### src/rtl/com.sv
// com: shared UART definitions used by both the transmitter and the receiver.
package com;

    typedef enum logic [2:0] {IDLE, START, DATA, STOP, WAIT_HIGH} uart_rx_state_t;

    // Rounded clock-per-bit divisor, so TX and RX agree on the bit period.
    function automatic int baud_div(input int clk_hz, input int baud);
        return (clk_hz + baud / 2) / baud;
    endfunction

endpackage

### src/rtl/synchronizer.sv
// synchronizer: N-flop single-bit synchroniser with a configurable reset value.
module synchronizer #(
    parameter int   STAGES  = 2,
    parameter logic RST_VAL = 1'b0
) (
    input  logic clk,
    input  logic rst_,
    input  logic d,
    output logic q
);

    logic [STAGES-1:0] ff;

    always_ff @(posedge clk) begin
        if (!rst_) ff <= {STAGES{RST_VAL}};
        else       ff <= {ff[STAGES-2:0], d};
    end

    assign q = ff[STAGES-1];

endmodule

### src/rtl/uart_rx.sv
// uart_rx: 8N1 serial receiver delivering bytes on a valid/ready stream.
module uart_rx
    import com::*;
#(
    parameter int CLK_HZ    = 50_000_000,
    parameter int BAUD      = 115200,
    parameter int DATA_BITS = 8
) (
    input  logic                 clk,
    input  logic                 rst_,
    input  logic                 rx,
    output logic [DATA_BITS-1:0] data,
    output logic                 valid,
    input  logic                 ready,
    output logic                 frame_err,
    output logic                 overrun,
    output logic                 busy
);

    localparam int DIV  = baud_div(CLK_HZ, BAUD);
    localparam int HALF = DIV / 2;
    localparam int CW   = $clog2(DIV);

    if (DIV < 4) begin : g_div_chk
        $error("uart_rx: baud divisor must be at least 4");
    end
    if (DATA_BITS < 5 || DATA_BITS > 8) begin : g_bits_chk
        $error("uart_rx: DATA_BITS must be 5..8");
    end

    uart_rx_state_t       state;
    logic                 rx_s;
    logic [CW-1:0]        cnt;
    logic [2:0]           bit_idx;
    logic [DATA_BITS-1:0] sh;
    logic                 bit_end;

    synchronizer #(.STAGES(2), .RST_VAL(1'b1)) u_sync (
        .clk  (clk),
        .rst_ (rst_),
        .d    (rx),
        .q    (rx_s)
    );

    assign bit_end = cnt == CW'(DIV - 1);

    always_ff @(posedge clk) begin
        frame_err <= 1'b0;
        overrun   <= 1'b0;
        if (!rst_) begin
            state   <= IDLE;
            cnt     <= '0;
            bit_idx <= '0;
            sh      <= '0;
            data    <= '0;
            valid   <= 1'b0;
            busy    <= 1'b0;
        end else begin
            busy <= state != IDLE;
            if (valid && ready) valid <= 1'b0;
            case (state)
                IDLE: begin
                    cnt <= '0;
                    if (!rx_s) state <= START;
                end
                START: begin
                    cnt <= cnt + 1'b1;
                    if (cnt == CW'(HALF - 1)) begin
                        cnt     <= '0;
                        bit_idx <= '0;
                        state   <= rx_s ? IDLE : DATA;
                    end
                end
                DATA: begin
                    cnt <= cnt + 1'b1;
                    if (bit_end) begin
                        cnt     <= '0;
                        sh      <= {rx_s, sh[DATA_BITS-1:1]};
                        bit_idx <= bit_idx + 1'b1;
                        if (bit_idx == 3'(DATA_BITS - 1)) state <= STOP;
                    end
                end
                STOP: begin
                    cnt <= cnt + 1'b1;
                    if (bit_end) begin
                        cnt <= '0;
                        if (rx_s) begin
                            state <= IDLE;
                            // A full holding register that is not being drained keeps its byte.
                            if (!valid || ready) begin
                                data  <= sh;
                                valid <= 1'b1;
                            end else begin
                                overrun <= 1'b1;
                            end
                        end else begin
                            frame_err <= 1'b1;
                            state     <= WAIT_HIGH;
                        end
                    end
                end
                WAIT_HIGH: begin
                    cnt <= '0;
                    if (rx_s) state <= IDLE;
                end
                default: state <= IDLE;
            endcase
        end
    end

endmodule

### config.mk
export PLATFORM = sky130hd
export DESIGN_NAME = uart_rx
export DESIGN_NICKNAME = d
export VERILOG_FILES = /design/src/rtl/com.sv /design/src/rtl/synchronizer.sv /design/src/rtl/uart_rx.sv
export SDC_FILE = /design/constraint.sdc
export NUM_CORES = 1
export LEC_CHECK = 0
export CORE_MARGIN = 2
export CORE_UTILIZATION = 46
export DETAILED_ROUTE_END_ITERATION = 16
export PLACE_DENSITY = 0.73
export SYNTH_ARGS = -nofsm -noshare
export SYNTH_HDL_FRONTEND = slang
export SYNTH_SLANG_ARGS = --single-unit
### constraint.sdc
create_clock -name clk -period 2.8 [get_ports clk]
set_input_delay 0.84 -clock clk [delete_from_list [all_inputs] [get_ports clk]]
set_output_delay 0.84 -clock clk [all_outputs]
set_load 0.01 [all_outputs]
==> flow_metrics.tcl, run 1 <==
set metrics [dict create \
    r2r_cells 4 \
    wl_per_cell_um 12.2 \
    crit_required_ns 1.96 \
    track_usage 0.159 \
    endpoint_kind "primary output" \
    yosysTopAreaCell "dfxtp_1" \
    crit_arrival_ns 1.25 \
    drv_slew 0 \
    total_power_w 0.000826 \
    vias_per_cell 5.14 \
    ys.warnings.count 0 \
    maxSlewHeadroom 0.534 \
    insertion_delay_ns 0.35 \
    gp_congestion 0.820 \
    dp_cells 234 \
    area_growth_pct 14.6 \
    synth_area_um2 1670 \
    p_int_w 0.000633 \
    synth_top_area_frac 0.445 \
    critPathLaunchType "flip-flop" \
    cts_sinks 37 \
    cp-endpoint "data[3]" \
    hold_buffers 0 \
    grt_setup_unrepaired "no" \
    finalHoldViolCount 0 \
    initial_core_util 0.488 \
    synth_cells 180 \
    vias 1243 \
    final_cells 242 \
    p_comb_frac 0.027 \
    cts_buffers 5 \
    dpl.hpwl_mm 2.15 \
    ios 16 \
    finClkSkew_ns 0.0136 \
    cts_root_buf "clkbuf_4" \
    clock_path_buffers 2 \
    max_stage_delay_ns 0.54 \
    num-nets-final 204 \
    dr.pass1.iters 4 \
    final.setup.tns_ns 0 \
    synth.distinct_cells 32 \
    die_area_um2 4120 \
    r2r_start "state[1]" \
    num_rows 21 \
    io_buffers 15 \
    fin_crit_ns 2.09 \
    grt_pass1_vias 1187 \
    route.detailed.drc 0 \
    path_max_fanout 2 \
    grt_max_degree 33 \
    hold_class "reg2reg" \
    cp-startpoint "data[3]" \
    chipHeight_um 64.2 \
    ctsResizeCount 0 \
    reg2reg_slack_ns 0.72 \
    cp.depth 1 \
    htree_levels 2 \
    leakagePower_nw 0.700 \
    crit_type "reg2out" \
    utilization 0.559 \
    synth_nets 189 \
    cts_setup_buffers 0 \
    synthTopCellsByArea "dfxtp_1 44%, mux2i_1 12%, nand2_1 7.2%, nor2b_1 4.1%, ha_1 3.8%" \
    tritoncts "built" \
    p_sw_frac 0.233 \
    p_switching_w 0.000192 \
    ant_nets 0 \
    cpMaxStageDelayCell "clkdlybuf4s50_1" \
    worst_slew_pin_slew_ns 0.693 \
    cp.buffers_inverters 1 \
    max_freq_mhz 479 \
    p_clk_frac 0.330 \
    syn_avg_cell_area_um2 9.25 \
    timing.hold.ws_ns 0.414 \
    ys_ff_latch 37 \
    powerDensity_nw_per_um2 433 \
    drive_gt1_frac 0.0765 \
    antenna_cells 0 \
    finalCritPeriodShare 0.746 \
    worst_r2r_endpoint "bit_idx[2]" \
    path_clk_slew_ns 0.12 \
    totalWireLength_mm 2.96 \
    overflow 0 \
    drt_iter0_markers 71 \
    status "finished clean" \
    seqPwrFrac 0.643 \
    setup_viol 0 \
    cap_violations 0 \
    die_width_um 64.2 \
    grt_pass1_wl_mm 5.07 \
    coreArea_um2 3420 \
    antenna_found_initial 0 \
    cp_top_family "buffers and inverters" \
    ir_worst_vdd_mv 0.277 \
    seq_area_frac_synth 0.445 \
    crit_chain "clkdlybuf4s50_1" \
]
cell usage in the layout (no fill, tap or decap), types with 3 or more instances in the layout:
| cell | instances |
|---|---|
| nor2b_1 | 11 |
| xnor2_1 | 6 |
| clkbuf_4 | 5 |
| nand3_1 | 8 |
| nor3b_1 | 4 |
| inv_1 | 3 |
| nor3_1 | 5 |
| mux2i_1 | 20 |
| ha_1 | 5 |
| nor2_1 | 14 |
| clkdlybuf4s50_1 | 15 |
| dfxtp_1 | 37 |
| a21oi_1 | 3 |
| nand2_1 | 32 |
worst min path at each step:
| stage | start | to | slack, ns | cells after the start |
|---|---|---|---|---|
| after floorplan | u_sync.ff[0] | u_sync.ff[1] | 0.39 | 1 |
| after global placement | u_sync.ff[0] | u_sync.ff[1] | 0.39 | 1 |
| after detailed placement | u_sync.ff[0] | u_sync.ff[1] | 0.40 | 1 |
| after CTS | u_sync.ff[0] | u_sync.ff[1] | 0.42 | 1 |
| after global routing | u_sync.ff[0] | u_sync.ff[1] | 0.43 | 1 |
| final | u_sync.ff[0] | u_sync.ff[1] | 0.41 | 1 |
synth_stat cells:
cell / count
dfxtp_1: 37
nand2_1: 32
mux2i_1: 20
nor2_1: 14
nor2b_1: 11
clkbuf_1: 8
nand3_1: 8
xnor2_1: 6
ha_1: 5
nor3_1: 5
nor3b_1: 4
a21oi_1: 3
inv_1: 3
nand2b_1: 2
nand3b_1: 2
nor4_1: 2
o21a_1: 2
o21ai_0: 2
a21boi_0: 1
a221oi_2: 1
a2bb2oi_1: 1
a32oi_1: 1
and3_1: 1
and4b_1: 1
and4b_4: 1
and4bb_4: 1
buf_2: 1
nand2_4: 1
nor4_4: 1
nor4bb_1: 1
o31a_1: 1
xor2_1: 1
area by class of cell:
class | count | area, um^2
multi-input cells | 131 | 878
clock inverters | 3 | 17.5
repair buffers | 17 | 165
fillers | 321 | 1510
well taps | 46 | 57.6
clock buffers | 5 | 37.5
inverters | 3 | 11.3
flip-flops and latches | 37 | 741
stage by stage:
step | instance area, um^2 | setup slack, ns
finish | 1910 | 0.711
global route | 1910 | 0.444
CTS | 1910 | 0.689
detailed placement | 1850 | 0.452
global placement | 1850 | 0.491
floorplan | 1670 | 0.967
per-layer routing:
metal,GRT usage,vias to the layer above,part of all wire
met3,0.0405,7,0.045
met1,0.200,571,0.47
li1,-,641,-
met5,0,-,0
met4,0.0878,0,0.025
met2,0.249,24,0.46
kinds of logic (layout without fill, tap and decap cells):
group | count (synthesis) | after routing | share of synthesized area
flip-flops | 37 | 37 | 0.445
AND/OR/NAND/NOR | 87 | 87 | 0.279
XOR/XNOR | 7 | 7 | 0.0368
buffers and inverters | 12 | 28 | 0.0278
adder cells (fa/ha/maj) | 5 | 5 | 0.0376
multiplexers | 20 | 20 | 0.120
AO/OA/AOI/OAI | 12 | 12 | 0.0533
sequential cells by signal (all words and copies together) (netlist names):
name       flops
overrun        1
sh             8
valid          1
state          3
frame_err      1
u_sync.ff      2
data           8
cnt            9
bit_idx        3
busy           1
power groups by stage:
stage	Combinational, W	Sequential (W)	Clock (W)
2_1_floorplan	0.0000163	0.000542	0
3_3_place_gp	0.0000224	0.000543	0
3_5_place_dp	0.0000229	0.000543	0
4_1_cts	0.0000228	0.000531	0.000284
5_1_grt	0.0000252	0.000532	0.000308
6_report	0.0000225	0.000531	0.000272
Power figures use the tool's default switching activity.
==> inputs of run 2 (changes only) <==
clock period = 2.1 ns   (was 2.8 ns; I/O delays follow)
==> run 2 against run 1 <==
  * Sequential power grew 33%
  * Final area is 2.1% higher
  * Critical path type unchanged
  * Final cell count is 0.83% higher
  * Count of clock-buffer cells in the layout is the same
  * Largest cell class unchanged
  * Largest power group unchanged
  * Core utilization rose by 1.2 points
==> flow_metrics.tcl, run 2 (synthesized netlist as in run 1, its figures left out) <==
set metrics [dict create \
    vias 1246 \
    p_comb_frac 0.025 \
    path_max_fanout 2 \
    regMostFlops "cnt" \
    wl_per_cell_um 11.7 \
    cp.buffers_inverters 1 \
    ir_worst_vdd_mv 0.374 \
    totalWireLength_mm 2.85 \
    coreArea_um2 3420 \
    critPathLaunchType "flip-flop" \
    p_int_w 0.000961 \
    final_common_cell "dfxtp_1" \
    vias_per_cell 5.11 \
    crit_type "reg2out" \
    worst_slew_pin_slew_ns 0.494 \
    gp_congestion 0.779 \
    dr.pass1.iters 4 \
    utilization 0.570 \
    r2r_start "state[1]" \
    crit_required_ns 1.47 \
    largest_register_ff_count 9 \
    finalCritPeriodShare 0.891 \
    setup_viol 0 \
    insertion_delay_ns 0.35 \
    maxSlewHeadroom 0.670 \
    final_cell_mix "37 x dfxtp_1, 32 x nand2_1, 20 x mux2i_1" \
    endpoint_kind "primary output" \
    cts_sinks 37 \
    seqPwrFrac 0.585 \
    antenna_cells 0 \
    chipHeight_um 64.2 \
    drive_gt1_frac 0.0859 \
    fillers 310 \
    max_freq_mhz 535 \
    reg2reg_slack_ns 0.27 \
    min_from "u_sync.ff[0]" \
    powerDensity_nw_per_um2 621 \
    cts_buffers 5 \
    fin_crit_ns 1.87 \
    initial_core_util 0.488 \
    ant_nets 0 \
    antenna_found_initial 0 \
    track_usage 0.155 \
    drv_slew 0 \
    status "finished clean" \
    timing.final.ws_setup_ns 0.229 \
    overflow 0 \
    grt_setup_unrepaired "no" \
    ctsResizeCount 0 \
    clock_path_buffers 2 \
    grt_pass1_vias 1168 \
    p_clk_frac 0.390 \
    min_to "u_sync.ff[1]" \
    path_clk_slew_ns 0.11 \
    finalHoldViolCount 0 \
    leakagePower_nw 0.725 \
    num-nets-final 207 \
    drt_iter0_markers 80 \
    num_rows 21 \
    pre_cts_ws_ns 0.174 \
    timing.hold.ws_ns 0.418 \
    tritoncts "built" \
    cap_violations 0 \
    die_area_um2 4120 \
    crit_chain "clkdlybuf4s50_1" \
    p_sw_frac 0.206 \
    die_width_um 64.2 \
    total_power_w 0.00121 \
    crit_arrival_ns 1.24 \
    hold_class "reg2reg" \
    route.detailed.drc 0 \
    ios 16 \
    dpl.hpwl_mm 2.05 \
    htree_levels 2 \
    cts_setup_buffers 0 \
    cp_top_family "buffers and inverters" \
    reg.largest.list "cnt (9), data (8), sh (8)" \
    grt_max_degree 40 \
    r2r_cells 5 \
    max_stage_delay_ns 0.53 \
    grt_pass1_wl_mm 4.98 \
    p_switching_w 0.000249 \
    hold_buffers 0 \
    cts_root_buf "clkbuf_4" \
    finClkSkew_ns 0.0174 \
    io_buffers 15 \
    area_growth_pct 17.0 \
    final.setup.tns_ns 0 \
    worst_r2r_endpoint "bit_idx[2]" \
    whs_path_depth 1 \
    cpMaxStageDelayCell "clkdlybuf4s50_1" \
]
[run 2: changes by cell type in the layout (fill, tap and decap cells not counted), sizes merged]
cell,delta
bufinv,+1
buf,+3
clkinvlp,-1
clkinv,-1
[run 2: how the worst max path moves through the flow]
stage	slack (ns)	endpoint	startpoint	depth (start not counted)
finish	0.23	data[0]	data[0]	1
global route	0.14	bit_idx[2]	state[1]	5
CTS	0.21	data[6]	data[6]	1
detailed placement	0.17	cnt[0]	rst_	6
global placement	0.22	cnt[0]	rst_	6
floorplan	0.34	cnt[0]	cnt[0]	6
[run 2: area by class of cell]
type / count / area [um^2] / share of cell area
clock buffer: 5 / 37.5 / 0.0193
timing repair buffer: 20 / 188 / 0.0963
tap: 46 / 57.6 / 0.0295
sequential: 37 / 741 / 0.380
clock inverter: 2 / 35.0 / 0.0180
inverter: 3 / 11.3 / 0.00578
multi-input combinational: 131 / 878 / 0.451
[run 2: through the flow]
stage,instance area (um^2),instances
6_report,1950,244
5_1_grt,1950,244
4_1_cts,1950,244
3_5_place_dp,1880,237
3_3_place_gp,1880,237
2_1_floorplan,1670,180
[run 2: power groups by stage]
stage | registers (W) | logic, W | clock network (W)
finish | 0.000708 | 0.0000302 | 0.000472
global route | 0.000708 | 0.0000332 | 0.000514
CTS | 0.000708 | 0.0000305 | 0.000491
detailed placement | 0.000724 | 0.0000302 | 0
global placement | 0.000723 | 0.0000296 | 0
floorplan | 0.000722 | 0.0000217 | 0
[run 2: layer usage]
metal	track usage	vias to the layer above	part of all wire	wire length [um]
li1	-	649	-	-
met1	0.190	563	0.48	1370
met2	0.242	27	0.44	1270
met3	0.0458	7	0.050	143
met4	0.0878	0	0.026	74
met5	0	-	0	0
==> inputs of run 3 (changes only) <==
SYNTH_HIERARCHICAL = 1   (was unset)
==> run 3 against run 2 <==
  * Clock skew is 0.011 ns lower
  * Final area is 3.5% higher
  * Power is 6.8% higher
==> flow_metrics.tcl, run 3 <==
set metrics [dict create \
    vias 1445 \
    grt_pass1_wl_mm 5.89 \
    endpoint_kind "flip-flop" \
    ys_ff_latch 37 \
    max_stage_delay_ns 0.47 \
    antenna_found_initial 0 \
    setup_viol 0 \
    min_from "u_sync/ff[0]" \
    fillers 317 \
    io_buffers 15 \
    insertion_delay_ns 0.35 \
    dpl.hpwl_mm 2.41 \
    crit_chain "inv_1, ha_1, or4b_4, nor3_4, o22ai_1, a21oi_1, o21ai_1" \
    grt_pass1_vias 1326 \
    fin_crit_ns 1.90 \
    clock_path_buffers 2 \
    finClkSkew_ns 0.00623 \
    yosys-top-cells-count "37 x dfxtp_1, 25 x nor2_1, 23 x nand2_1" \
    dr.pass1.iters 4 \
    num-nets-final 228 \
    wl_per_cell_um 12.7 \
    final_cell_mix "37 x dfxtp_1, 25 x nor2_1, 23 x nand2_1" \
    cts_buffers 5 \
    hold_class "reg2reg" \
    yosysTopAreaCell "dfxtp_1" \
    htree_levels 2 \
    hold_buffers 0 \
    cp.buffers_inverters 1 \
    synthTopCellsByArea "dfxtp_1 44%, mux2i_1 6.5%, nand3_1 5.9%, a21oi_1 5.7%, nor2_1 5.6%" \
    crit_arrival_ns 2.15 \
    r2r_start "cnt[0]" \
    total_power_w 0.00129 \
    drv_slew 0 \
    synthArstFlopShare 0 \
    syn_avg_cell_area_um2 8.63 \
    grt_max_degree 20 \
    synth.distinct_cells 42 \
    totalWireLength_mm 3.38 \
    ios 16 \
    yosysMostFrequentCell "dfxtp_1" \
    pre_cts_ws_ns 0.103 \
    seqPwrFrac 0.549 \
    finalHoldViolCount 0 \
    ctsResizeCount 0 \
    p_comb_frac 0.043 \
    synth_top_area_frac 0.440 \
    route.detailed.drc 0 \
    r2r_cells 7 \
    ir_worst_vdd_mv 0.436 \
    max_freq_mhz 526 \
    cts_setup_buffers 0 \
    coreArea_um2 3420 \
    seq_area_frac_synth 0.440 \
    p_switching_w 0.000280 \
    drt_iter0_markers 81 \
    status "finished clean" \
    track_usage 0.182 \
    ant_nets 0 \
    chipHeight_um 64.5 \
    critPathLaunchType "flip-flop" \
    cts_sinks 37 \
    min_to "u_sync/ff[1]" \
    largest_register_ff_count 9 \
    timing.final.ws_setup_ns 0.199 \
    powerDensity_nw_per_um2 641 \
    cp_top_family "simple AND/OR/NAND/NOR gates" \
    tritoncts "built" \
    synth_edf_count 0 \
    path_max_fanout 4 \
    cts_root_buf "clkbuf_4" \
    die_area_um2 4160 \
    drive_gt1_frac 0.123 \
    grt_setup_unrepaired "no" \
    ys.warnings.count 6 \
    reg2reg_slack_ns 0.20 \
    synth_ff_type "dfxtp_1" \
    finalCritPeriodShare 0.905 \
    regMostFlops "cnt" \
    synth_nets 204 \
    die_width_um 64.5 \
    p_clk_frac 0.408 \
    gp_congestion 0.903 \
    synth_area_um2 1680 \
    crit_type "reg2reg" \
    synth_cells 195 \
    p_sw_frac 0.217 \
    utilization 0.590 \
    final_common_cell "dfxtp_1" \
    final.setup.tns_ns 0 \
    overflow 0 \
    leakagePower_nw 0.767 \
    reg.largest.list "cnt (9), data (8), sh (8)" \
    worst_slew_pin_slew_ns 0.479 \
    whs_path_depth 1 \
    cap_violations 0 \
    p_int_w 0.00101 \
    maxSlewHeadroom 0.680 \
    worst_r2r_endpoint "cnt[8]" \
    cpMaxStageDelayCell "or4b_4" \
    crit_required_ns 2.35 \
    num_rows 21 \
    area_growth_pct 19.8 \
    vias_per_cell 5.43 \
    initial_core_util 0.493 \
    antenna_cells 0 \
    path_clk_slew_ns 0.11 \
]
-- run 3: cell types whose count changed after synthesis, moves of 3 or more --
cell      change
a21oi_1      +16
mux2i_1       -9
nand2_1       -9
nand2b_1      +3
nand3_1      +12
nor2_1       +11
nor2b_1       -8
nor3b_1       -4
xnor2_1       -4
-- run 3: through the flow --
step                std cells  hold slack [ns]  area, um^2
floorplan                 195            0.386        1680
global placement          258            0.391        1930
detailed placement        258            0.391        1930
CTS                       266            0.439        2020
global route              266            0.456        2020
finish                    266            0.435        2020
-- run 3: worst max path at each step --
| stage | to | slack, ns | startpoint | depth (start not counted) |
|---|---|---|---|---|
| floorplan | bit_idx[0] | 0.36 | cnt[0] | 7 |
| global placement | data[1] | 0.13 | ready | 5 |
| detailed placement | data[4] | 0.10 | ready | 5 |
| CTS | bit_idx[0] | 0.20 | cnt[0] | 7 |
| global route | cnt[8] | 0.07 | cnt[0] | 7 |
| finish | cnt[8] | 0.20 | cnt[0] | 7 |
-- run 3: cell families after synthesis --
family	after synthesis	share of synthesized area
xor gates and xnor gates	3	0.0156
buffers and inverters	12	0.0320
DFF	37	0.440
AOI/OAI and AO/OA	33	0.123
muxes	11	0.0654
adders and majority gates	5	0.0372
and+or+nand+nor	94	0.286
-- run 3: power by group through the flow --
stage / Sequential, W / Combinational [W] / Clock, W
after CTS: 0.000710 / 0.0000548 / 0.000536
after floorplan: 0.000725 / 0.0000333 / 0
final: 0.000710 / 0.0000551 / 0.000527
after detailed placement: 0.000726 / 0.0000546 / 0
after global placement: 0.000726 / 0.0000545 / 0
after global routing: 0.000711 / 0.0000604 / 0.000568
-- run 3: worst reg2reg max path: stages (launching register included) --
cell     delay (ns)
dfxtp_1        0.36
inv_1          0.11
ha_1           0.15
or4b_4         0.47
nor3_4         0.28
o22ai_1        0.21
a21oi_1        0.16
o21ai_1        0.07
-- run 3: final cells by class --
class / instances / area [um^2] / area share
clock buffers: 6 / 51.3 / 0.0255
clock inverters: 2 / 37.5 / 0.0186
inverters: 4 / 15.0 / 0.00745
multi-input cells: 146 / 888 / 0.441
flip-flops and latches: 37 / 741 / 0.367
well taps: 46 / 57.6 / 0.0286
repair buffers: 25 / 225 / 0.112
-- run 3: layer usage --
metal | part of all wire | global-route usage | up-vias
met1 | 0.49 | 0.242 | 655
met3 | 0.063 | 0.0451 | 7
met5 | 0 | 0 | -
li1 | - | - | 728
met2 | 0.43 | 0.271 | 55
met4 | 0.022 | 0.0984 | 0
